[src/rtl/rgb_filter_pkg.sv]
// rgb_filter_pkg: mode codes, 3x3 window slot indices and luma weights for rgb_kernel_filter.
package rgb_filter_pkg;
  localparam logic [1:0] MODE_PASS  = 2'd0;
  localparam logic [1:0] MODE_GRAY  = 2'd1;
  localparam logic [1:0] MODE_BLUR  = 2'd2;
  localparam logic [1:0] MODE_SHARP = 2'd3;
  localparam int NUM_SLOTS      = 9;
  localparam int SLOT_DOWNRIGHT = 0;
  localparam int SLOT_DOWNLEFT  = 1;
  localparam int SLOT_UPRIGHT   = 2;
  localparam int SLOT_UPLEFT    = 3;
  localparam int SLOT_DOWN      = 4;
  localparam int SLOT_UP        = 5;
  localparam int SLOT_RIGHT     = 6;
  localparam int SLOT_LEFT      = 7;
  localparam int SLOT_CENTRE    = 8;
  localparam int LUMA_R = 77;
  localparam int LUMA_G = 150;
  localparam int LUMA_B = 29;
endpackage

[src/rtl/kernel_channel_alu.sv]
// kernel_channel_alu: one colour channel's blur/sharpen arithmetic (S2 register) and clamp (S3 register).
module kernel_channel_alu
  import rgb_filter_pkg::*;
#(
  parameter int CH_W = 4
) (
  input  logic                        clk,
  input  logic                        reset,
  input  logic                        en,
  input  logic [1:0]                  mode,
  input  logic [NUM_SLOTS*CH_W-1:0]   slots,
  input  logic [CH_W-1:0]             alt,
  output logic [CH_W-1:0]             result,
  output logic                        clip
);
  localparam int RW = CH_W + 4;
  logic [RW:0] sum;
  logic signed [RW-1:0] blur, sharp, raw;
  logic neg, over;
  function automatic logic signed [RW-1:0] ext(input logic [CH_W-1:0] v);
    return signed'({4'b0, v});
  endfunction
  always_comb begin
    sum = (RW+1)'(4);
    for (int k = 0; k < NUM_SLOTS; k++) sum = sum + (RW+1)'(slots[k*CH_W +: CH_W]);
  end
  assign blur  = signed'(RW'(sum / (RW+1)'(9)));
  assign sharp = (ext(slots[SLOT_CENTRE*CH_W +: CH_W]) <<< 2) + ext(slots[SLOT_CENTRE*CH_W +: CH_W])
               - ext(slots[SLOT_UP*CH_W +: CH_W]) - ext(slots[SLOT_DOWN*CH_W +: CH_W])
               - ext(slots[SLOT_LEFT*CH_W +: CH_W]) - ext(slots[SLOT_RIGHT*CH_W +: CH_W]);
  // Headroom of 4 bits keeps 5*max and -4*max representable, so only sign and upper bits decide clipping.
  assign neg  = raw[RW-1];
  assign over = !neg && |raw[RW-2:CH_W];
  always_ff @(posedge clk or posedge reset)
    if (reset) begin
      raw    <= '0;
      result <= '0;
      clip   <= 1'b0;
    end else if (en) begin
      raw    <= mode == MODE_BLUR ? blur : mode == MODE_SHARP ? sharp : ext(alt);
      result <= neg ? '0 : over ? '1 : raw[CH_W-1:0];
      clip   <= neg || over;
    end
endmodule

[src/rtl/rgb_kernel_filter.sv]
// rgb_kernel_filter: 3-stage elastic 3x3 pixel filter (pass/gray/blur/sharpen) with clamping.
// Define RGB_KERNEL_FILTER_CLIP_CNT_EN to enable the saturating clip_count counter.
module rgb_kernel_filter
  import rgb_filter_pkg::*;
#(
  parameter int CH_W   = 4,
  parameter int NUM_CH = 3
) (
  input  logic                          clk,
  input  logic                          reset,
  input  logic [9*NUM_CH*CH_W-1:0]      win_data,
  input  logic [1:0]                    mode,
  input  logic                          in_valid,
  output logic                          in_ready,
  output logic                          out_valid,
  input  logic                          out_ready,
  output logic [NUM_CH*CH_W-1:0]        filter_out,
  output logic [NUM_CH*CH_W-1:0]        original_out,
  output logic [15:0]                   clip_count
);
  localparam int PW = NUM_CH * CH_W;
  logic en, v1, v2;
  logic [NUM_SLOTS*PW-1:0] win1;
  logic [1:0] mode1;
  logic [PW-1:0] centre1, orig2, filt;
  logic [NUM_CH-1:0] clips;
  logic [NUM_CH-1:0][CH_W-1:0] alt;
  logic [NUM_CH-1:0][NUM_SLOTS*CH_W-1:0] ch_slots;
  assign en         = out_ready || !out_valid;
  assign in_ready   = en;
  assign centre1    = win1[SLOT_CENTRE*PW +: PW];
  assign filter_out = filt;
  always_comb begin
    ch_slots = '0;
    for (int c = 0; c < NUM_CH; c++)
      for (int k = 0; k < NUM_SLOTS; k++)
        ch_slots[c][k*CH_W +: CH_W] = win1[k*PW + c*CH_W +: CH_W];
  end
  generate
    if (NUM_CH == 3) begin : g_gray
      logic [CH_W+8:0] luma;
      assign luma = (CH_W+9)'(LUMA_R * centre1[2*CH_W +: CH_W] + LUMA_G * centre1[CH_W +: CH_W]
                            + LUMA_B * centre1[0 +: CH_W]);
      assign alt  = mode1 == MODE_GRAY ? {3{luma[CH_W+7:8]}} : centre1;
    end else begin : g_nogray
      assign alt = centre1;
    end
  endgenerate
  for (genvar c = 0; c < NUM_CH; c++) begin : g_ch
    kernel_channel_alu #(.CH_W(CH_W)) u_alu (
      .clk    (clk),
      .reset  (reset),
      .en     (en),
      .mode   (mode1),
      .slots  (ch_slots[c]),
      .alt    (alt[c]),
      .result (filt[c*CH_W +: CH_W]),
      .clip   (clips[c])
    );
  end
  always_ff @(posedge clk or posedge reset)
    if (reset) begin
      v1           <= 1'b0;
      win1         <= '0;
      mode1        <= MODE_PASS;
      v2           <= 1'b0;
      orig2        <= '0;
      out_valid    <= 1'b0;
      original_out <= '0;
    end else if (en) begin
      v1           <= in_valid;
      win1         <= win_data;
      mode1        <= mode;
      v2           <= v1;
      orig2        <= centre1;
      out_valid    <= v2;
      original_out <= orig2;
    end
`ifdef RGB_KERNEL_FILTER_CLIP_CNT_EN
  logic [16:0] cnt_next;
  assign cnt_next = {1'b0, clip_count} + 17'($countones(clips));
  always_ff @(posedge clk or posedge reset)
    if (reset) clip_count <= '0;
    else if (out_valid && out_ready) clip_count <= cnt_next[16] ? 16'hFFFF : cnt_next[15:0];
`else
  logic unused_clips;
  assign unused_clips = |clips;
  assign clip_count   = '0;
`endif
endmodule

[config.mk]
export PLATFORM = sky130hd
export DESIGN_NAME = rgb_kernel_filter
export DESIGN_NICKNAME = d
export VERILOG_FILES = /design/src/rtl/rgb_filter_pkg.sv /design/src/rtl/kernel_channel_alu.sv /design/src/rtl/rgb_kernel_filter.sv
export SDC_FILE = /design/constraint.sdc
export NUM_CORES = 1
export LEC_CHECK = 0
export ABC_CLOCK_PERIOD_IN_PS = 12160
export BUFFER_PORTS_ARGS = -buffer_cell sky130_fd_sc_hd__buf_2
export CAP_MARGIN = 40
export CORE_MARGIN = 2
export CORE_UTILIZATION = 25
export CTS_CLUSTER_SIZE = 14
export DETAILED_ROUTE_END_ITERATION = 8
export GPL_ROUTABILITY_DRIVEN = 0
export PLACE_DENSITY = 0.41
export SETUP_SLACK_MARGIN = 0.05
export SLEW_MARGIN = 10
export SYNTH_ARGS = -nofsm -noshare
export SYNTH_HDL_FRONTEND = slang
export SYNTH_HIERARCHICAL = 1
export SYNTH_SLANG_ARGS = --single-unit
[constraint.sdc]
create_clock -name clk -period 12.16 [get_ports clk]
set_clock_uncertainty 0.15 [all_clocks]
set_input_delay 0.608 -clock clk [delete_from_list [all_inputs] [get_ports clk]]
set_output_delay 0.608 -clock clk [all_outputs]
set_load 0.1 [all_outputs]
# Yosys cells after proc, flatten, opt, wreduce, memory -nomap -nowiden
# Index checks and enable logic that the tools add are counted.
# op_classes
add_sub_neg	44
mul	3
div_mod_pow	3
n_eq_ne	3
n_mux	13
reduce_logical	11
# op_table
op	count
9-bit by 4-bit adder with 9-bit output	24
8-bit by 5-bit subtractor with 8-bit output	12
8-bit two-way mux	6
9-bit by 4-bit divider with 9-bit output, second input constant	3
4-bit two-way mux	6
7-bit by 4-bit multiplier with 11-bit output, first input constant	2
6-bit by 4-bit adder with 7-bit output	3
3-bit by 4-bit adder with 5-bit output, first input constant	3
11-bit by 12-bit adder with 12-bit output	1
12-bit by 9-bit adder with 12-bit output	1
12-bit two-way mux	1
5-bit by 4-bit multiplier with 9-bit output, first input constant	1
3-bit OR reduction	3
2-bit == test, second input constant	2
1-bit zero test	4
1-bit logical AND	3
2-bit by 1-bit == test with 1-bit output, second input constant	1
1-bit logical OR	1
# totals
reg_bits	173
inputBits	114
out_inout_bits	42
word_cells	90

# Longest topological paths before layout
# Gate-level depths: netlist of run 1.
# depth
word_depth	11
ltp_mapped	29
ltp_nobuf	27

# Hierarchy
# The synthesis of run 1 kept the hierarchy.
# modules_own_cells
mod	n_inst	cells_per_inst	area_per_inst_um2	seq_area_each_um2
rgb_kernel_filter	1	513	6886.6	3428.3
kernel_channel_alu at g_ch[0].u_alu	1	327	2890.3	325.3
kernel_channel_alu at g_ch[1].u_alu	1	319	2882.8	325.3
kernel_channel_alu at g_ch[2].u_alu	1	323	2851.5	325.3

# Worst setup path after synthesis of run 1
# OpenSTA, ideal clock, no wires.
# synth_timing
path_type	reg2reg
from	register win1[5]
to	register g_ch[1].u_alu.raw[0]
setup_ns	0.134
t_arrival_ns	6.078
t_required_ns	11.876
slack_ns	5.798
path_stages_with_launch	25
path_buffers	0
period_less_slack_ns	6.362
path_cell_list	dfrtp_1 -> ha_1 -> ha_1 -> inv_1 -> fa_1 -> inv_1 -> fa_1 -> fa_1 -> fa_1 -> ha_1 -> fa_1 -> and3_1 -> o21ai_1 -> a22oi_2 -> and3_1 -> or2_2 -> o211ai_1 -> inv_1 -> ha_1 -> nor3_1 -> o21ai_0 -> mux2_2 -> and3_2 -> o22ai_1 -> o32ai_1
# synth_between
elab_chain_len	11
# synth_rtl
element	line_no	rtl
start, declared	rgb_kernel_filter.sv:23	logic [NUM_SLOTS*PW-1:0] win1;
start signal, assigned	rgb_kernel_filter.sv:72	win1 <= win_data;
3-bit by 4-bit adder with 5-bit output	kernel_channel_alu.sv:25	for (int k = 0; k < NUM_SLOTS; k++) sum = sum + (RW+1)'(slots[k*CH_W +: CH_W]);
9-bit by 4-bit adder with 9-bit output (8 in series)	kernel_channel_alu.sv:25	
9-bit by 4-bit divider with 9-bit output	kernel_channel_alu.sv:27	assign blur = signed'(RW'(sum / (RW+1)'(9)));
8-bit two-way mux	kernel_channel_alu.sv:40	raw <= mode == MODE_BLUR ? blur : mode == MODE_SHARP ? sharp : ext(alt);
end signal, assigned	kernel_channel_alu.sv:40	
end, declared	kernel_channel_alu.sv:18	logic signed [RW-1:0] blur, sharp, raw;
# Every way passes these cells.
# A chain may end at the register's enable or synchronous reset.

# Worst setup path in the final report of run 1
# layout_timing
from	register win1[1]
to	register g_ch[0].u_alu.raw[0]
# layout_between
elab_chain_len	11
# layout_rtl
element	line_no
3-bit by 4-bit adder with 5-bit output	kernel_channel_alu.sv:25
9-bit by 4-bit adder with 9-bit output (8 in series)	kernel_channel_alu.sv:25
9-bit by 4-bit divider with 9-bit output	kernel_channel_alu.sv:27
8-bit two-way mux	kernel_channel_alu.sv:40
end signal, assigned	kernel_channel_alu.sv:40
end, declared	kernel_channel_alu.sv:18
# Every way passes these cells.

==> results of run 1 <==
per-layer routing:
layer	GRT usage	vias to the layer above	wire (um)
li1	-	5240	-
met1	0.166	5423	18100
met2	0.204	185	17800
met3	0.0257	33	1290
met4	0.0347	0	491
met5	0	-	0
critical path: stages, from the launching register on:
cell,delay [ps]
dfrtp_1,390
ha_1,310
ha_1,210
inv_1,70
fa_1,420
inv_1,90
fa_1,420
fa_1,470
fa_1,490
ha_1,250
fa_1,440
and3_1,230
or3_1,440
a32oi_1,250
o211ai_1,150
a22oi_1,410
a21oi_1,160
o31ai_1,400
ha_1,300
inv_1,80
a311o_1,270
a311oi_1,230
o21ai_0,120
nand4_1,110
registers in the layout (all words and copies together), names as in the netlist:
signal / cells
win1: 108
g_ch.u_alu/raw: 24
g_ch.u_alu/result: 12
orig2: 12
original_out: 12
mode1: 2
out_valid: 1
v1: 1
v2: 1
how the worst min path moves through the flow:
stage	cells past startpoint	to	slack, ps
after CTS	2	g_ch[0].u_alu/raw[0]	100
after detailed placement	1	out_valid	310
after floorplan	1	out_valid	280
after global routing	2	g_ch[0].u_alu/raw[0]	140
after global placement	1	out_valid	300
final	2	g_ch[0].u_alu/raw[0]	120
stage by stage:
step / setup WS [ps] / hold WS, ps
final: 5220 / 122
after global routing: 4760 / 135
after CTS: 5260 / 104
after detailed placement: 5290 / 313
after global placement: 5420 / 295
after floorplan: 5800 / 280
layout make-up:
| cell class | instances | area (um2) | share of cell area |
|---|---|---|---|
| Inverter | 253 | 955 | 0.0544 |
| Clock buffer | 19 | 453 | 0.0258 |
| Timing Repair Buffer | 155 | 836 | 0.0476 |
| Multi-Input combinational cell | 1004 | 9870 | 0.562 |
| Clock inverter | 13 | 130 | 0.00741 |
| Sequential cell | 173 | 4330 | 0.247 |
| Tap cell | 782 | 978 | 0.0557 |
==> out/qor.txt, run 1 <==
die footprint: 63600 um2
initial core utilization: 0.254
Slew Viols, Final: 0
largest net degree at the start of global routing: 80
First-pass DRT Iterations: 5
cell area after layout: 17600 um2
WL/cell: 15.7 um
TritonCTS clock tree: built
commonest non-fill, non-tap cell in the layout: inv_1
vias: 10900
Num CTS Buffers: 17
cts repair resizes: 0
RR Endpoint: g_ch[0].u_alu/raw[0]
Cells after Synth: 1470
startpoint types: flip-flop
minimum clock period: 6940 ps
Chip Width: 252 um
clk buf depth: 2
drt drc: 0
RSZ-0062 raised after global routing: no
Fill cells: 6390
vias in the first global route: 11400
share of cells above drive strength 1: 0.190
nets: 1994
H-tree levels: 4
Max-slew headroom: 0.448
r2r setup slk: 5220 ps
status: finished clean
Post-CTS Setup Bufs: 0
row count: 90
Tot GR Track Use: 0.124
fin crit share: 0.571
Setup Total Neg Slack: 0 ps
Post-DP HPWL: 30.5 mm
Worst-path clk slew: 80 ps
antenna violations before repair: 2
clk_lat worst skew: 490 ps
post-route ant nets: 0
FMAX: 144 MHz
Setup crit end: g_ch[0].u_alu/raw[0]
# setup viols final: 0
kind of end point of the critical path: flip-flop
Ant. Diodes: 0
start of the worst register-to-register path: win1[1]
1st-iter DRT viols: 419
Post-DP Area: 16900 um2
Die Y: 252 um
Ys Warns: 6
R2R cell count: 23
gr ovfl total: 0
origin of the worst setup path: win1[1]
final core utilization: 0.290
Worst EP required: 12440 ps
actual slew at the worst max-slew pin: 828 ps
Clock Sink Count: 173
critical path type: reg2reg
Core ar.: 60600 um2
P&R area growth vs syn: 14.0%
CTS Hold Bufs: 0
Ports: 156
Cells after DPL: 2366
commonest non-fill, non-tap cells in the layout: 251 x inv_1, 173 x dfrtp_1, 139 x fa_1, 139 x buf_2, 137 x ha_1
IO Port Bufs: 139
vias per cell: 4.54
CTS root buf: clkbuf_16
fin cells: 2399
global-route wire length before repair: 61.4 mm
Mapped Area: 15400 um2
CP arrival: 7220 ps
total wire length: 37.6 mm
Worst Path Max Fanout: 8
MaxCap Viol Count: 0
final hold viol count: 0
syn avg cell area: 10.5 um2
worst hold path type: in2async
Power of run 1 is left out: the tool's default activity adds up to more than one toggle a clock period on the data nets, which glitch-free logic cannot reach.
==> inputs of run 2 (changes only) <==
--- a/config.mk
+++ b/config.mk
@@ -5,7 +5,7 @@
 export SDC_FILE = /design/constraint.sdc
 export NUM_CORES = 1
 export LEC_CHECK = 0
-export ABC_CLOCK_PERIOD_IN_PS = 12160
+export ABC_CLOCK_PERIOD_IN_PS = 5600
 export BUFFER_PORTS_ARGS = -buffer_cell sky130_fd_sc_hd__buf_2
 export CAP_MARGIN = 40
 export CORE_MARGIN = 2
@@ -13,7 +13,7 @@
 export CTS_CLUSTER_SIZE = 14
 export DETAILED_ROUTE_END_ITERATION = 8
 export GPL_ROUTABILITY_DRIVEN = 0
-export PLACE_DENSITY = 0.41
+export PLACE_DENSITY = 0.43
 export SETUP_SLACK_MARGIN = 0.05
 export SLEW_MARGIN = 10
 export SYNTH_ARGS = -nofsm -noshare
==> constraint.sdc (replaced) <==
create_clock -name clk -period 5.6 [get_ports clk]
set_clock_uncertainty 0.15 [all_clocks]
set_input_delay 0.28 -clock clk [delete_from_list [all_inputs] [get_ports clk]]
set_output_delay 0.28 -clock clk [all_outputs]
set_load 0.1 [all_outputs]
==> out/qor.txt, run 2 (synthesis gave the netlist of run 1 again) <==
Core ar.: 60600 um2
MaxCap Viol Count: 0
critical path type: reg2reg
First-pass DRT Iterations: 4
clk_lat worst skew: 490 ps
FMAX: 160 MHz
kind of end point of the critical path: flip-flop
initial core utilization: 0.254
Slew Viols, Final: 0
Max-slew headroom: 0.473
Worst EP required: 5810 ps
TritonCTS clock tree: built
Top delay family on crit path: adder cells
WL/cell: 15.2 um
Slowest Stage Delay on Critical Path: 540 ps
Die Y: 252 um
1st-iter DRT viols: 320
Tot GR Track Use: 0.137
final worst slack: -662 ps
Ant. Diodes: 0
# setup viols final: 8
largest net degree at the start of global routing: 62
H-tree levels: 4
Chip Width: 252 um
global-route wire length before repair: 68.2 mm
antenna violations before repair: 3
Num CTS Buffers: 17
vias per cell: 4.41
Worst-path clk slew: 80 ps
share of cells above drive strength 1: 0.358
clk buf depth: 2
final core utilization: 0.358
status: complete, but fails checks
startpoint types: flip-flop
worst hold path type: reg2reg
final hold viol count: 0
IO Port Bufs: 139
actual slew at the worst max-slew pin: 790 ps
CP arrival: 6470 ps
commonest non-fill, non-tap cells in the layout: 241 x inv_1, 241 x buf_4, 172 x dfrtp_1
biggest regs: win1: 108 flops, g_ch.u_alu/raw: 24 flops
P&R area growth vs syn: 40.7%
CTS root buf: clkbuf_16
fin crit share: 1.12
Clock Sink Count: 173
Buf/Inv on CP: 3
die footprint: 63600 um2
total wire length: 41.9 mm
Post-DP HPWL: 33.1 mm
failing checks: setup timing
drt drc: 0
Reg with most FFs: win1
number of flip-flops in the largest register: 108
minimum clock period: 6260 ps
row count: 90
gr ovfl total: 0
hold_ws: 313 ps
Ports: 156
Worst path slowest cell: fa_2
nets: 2350
vias: 12100
vias in the first global route: 12900
RSZ-0062 raised after global routing: yes
post-route ant nets: 0
Place WS: -985 ps
Critical Path, Cell by Cell: ha_4 > ha_4 > inv_2 > fa_2 > inv_2 > fa_1 > fa_1 > fa_1 > ha_2 > fa_2 > and3_4 > or3_4 > a21bo_4 > a31oi_4 > o21ai_2 > o211ai_1 > inv_1 > ha_4 > nor3_4 > o21ai_1 > mux2_4 > and3_4 > o22ai_2 > o32ai_2
Worst Path Max Fanout: 5
run 2: repair_timing:
action,CTS,global route
pin swaps,48,88
setup endpoints to repair,13,13
resized for setup,91,112
endpoints found under the hold margin,206,0
hold buffers,112,0
setup buffers,14,25
run 2: worst paths after layout:
| check | cells after the start | slack [ps] | to | start |
|---|---|---|---|---|
| worst min register to register | 1 | 310 | out_valid | v2 |
| worst min-delay path | 1 | 310 | out_valid | v2 |
| worst max register to register | 24 | -660 | g_ch[1].u_alu/raw[0] | win1[5] |
| worst max-delay path | 24 | -660 | g_ch[1].u_alu/raw[0] | win1[5] |
| max in group asynchronous | 4 | 3820 | win1[34] | reset |
| min in group asynchronous | 3 | 340 | g_ch[1].u_alu/raw[6] | reset |
run 2: area by class of cell:
type | instances | area [um2]
clock buffers | 18 | 439
clock inverters | 13 | 153
fillers | 6052 | 38900
inverters | 253 | 955
multi-input cells | 1004 | 11000
flip-flops and latches | 173 | 4330
well taps | 782 | 978
repair buffers | 511 | 3840
run 2: worst reg2reg max path, cell delays in order (launching register included):
cell and delay (ps):
dfrtp_1 420, ha_4 290, ha_4 120, inv_2 40, fa_2 540, inv_2 40, fa_1 490, fa_1 430
fa_1 480, ha_2 220, fa_2 360, and3_4 200, or3_4 380, a21bo_4 250, a31oi_4 180, o21ai_2 80
o211ai_1 220, inv_1 120, ha_4 260, nor3_4 140, o21ai_1 100, mux2_4 270, and3_4 150, o22ai_2 110
o32ai_2 100
run 2: per-stage QoR:
stage | instances | cell area, um2 | TNS (ps)
after global placement | 2579 | 18700 | -3760
after floorplan | 1485 | 15600 | -1110
final | 2754 | 21700 | -2290
after global routing | 2754 | 21700 | -4300
after CTS | 2733 | 20900 | -2770
after detailed placement | 2579 | 18700 | -4420
run 2: layer usage:
metal | up-vias | global-route usage | share of wire
li1 | 5945 | - | -
met1 | 6025 | 0.182 | 0.48
met2 | 139 | 0.228 | 0.48
met3 | 38 | 0.0269 | 0.027
met4 | 0 | 0.0385 | 0.016
met5 | - | 0 | 0
Power of run 2 is left out for the same reason.
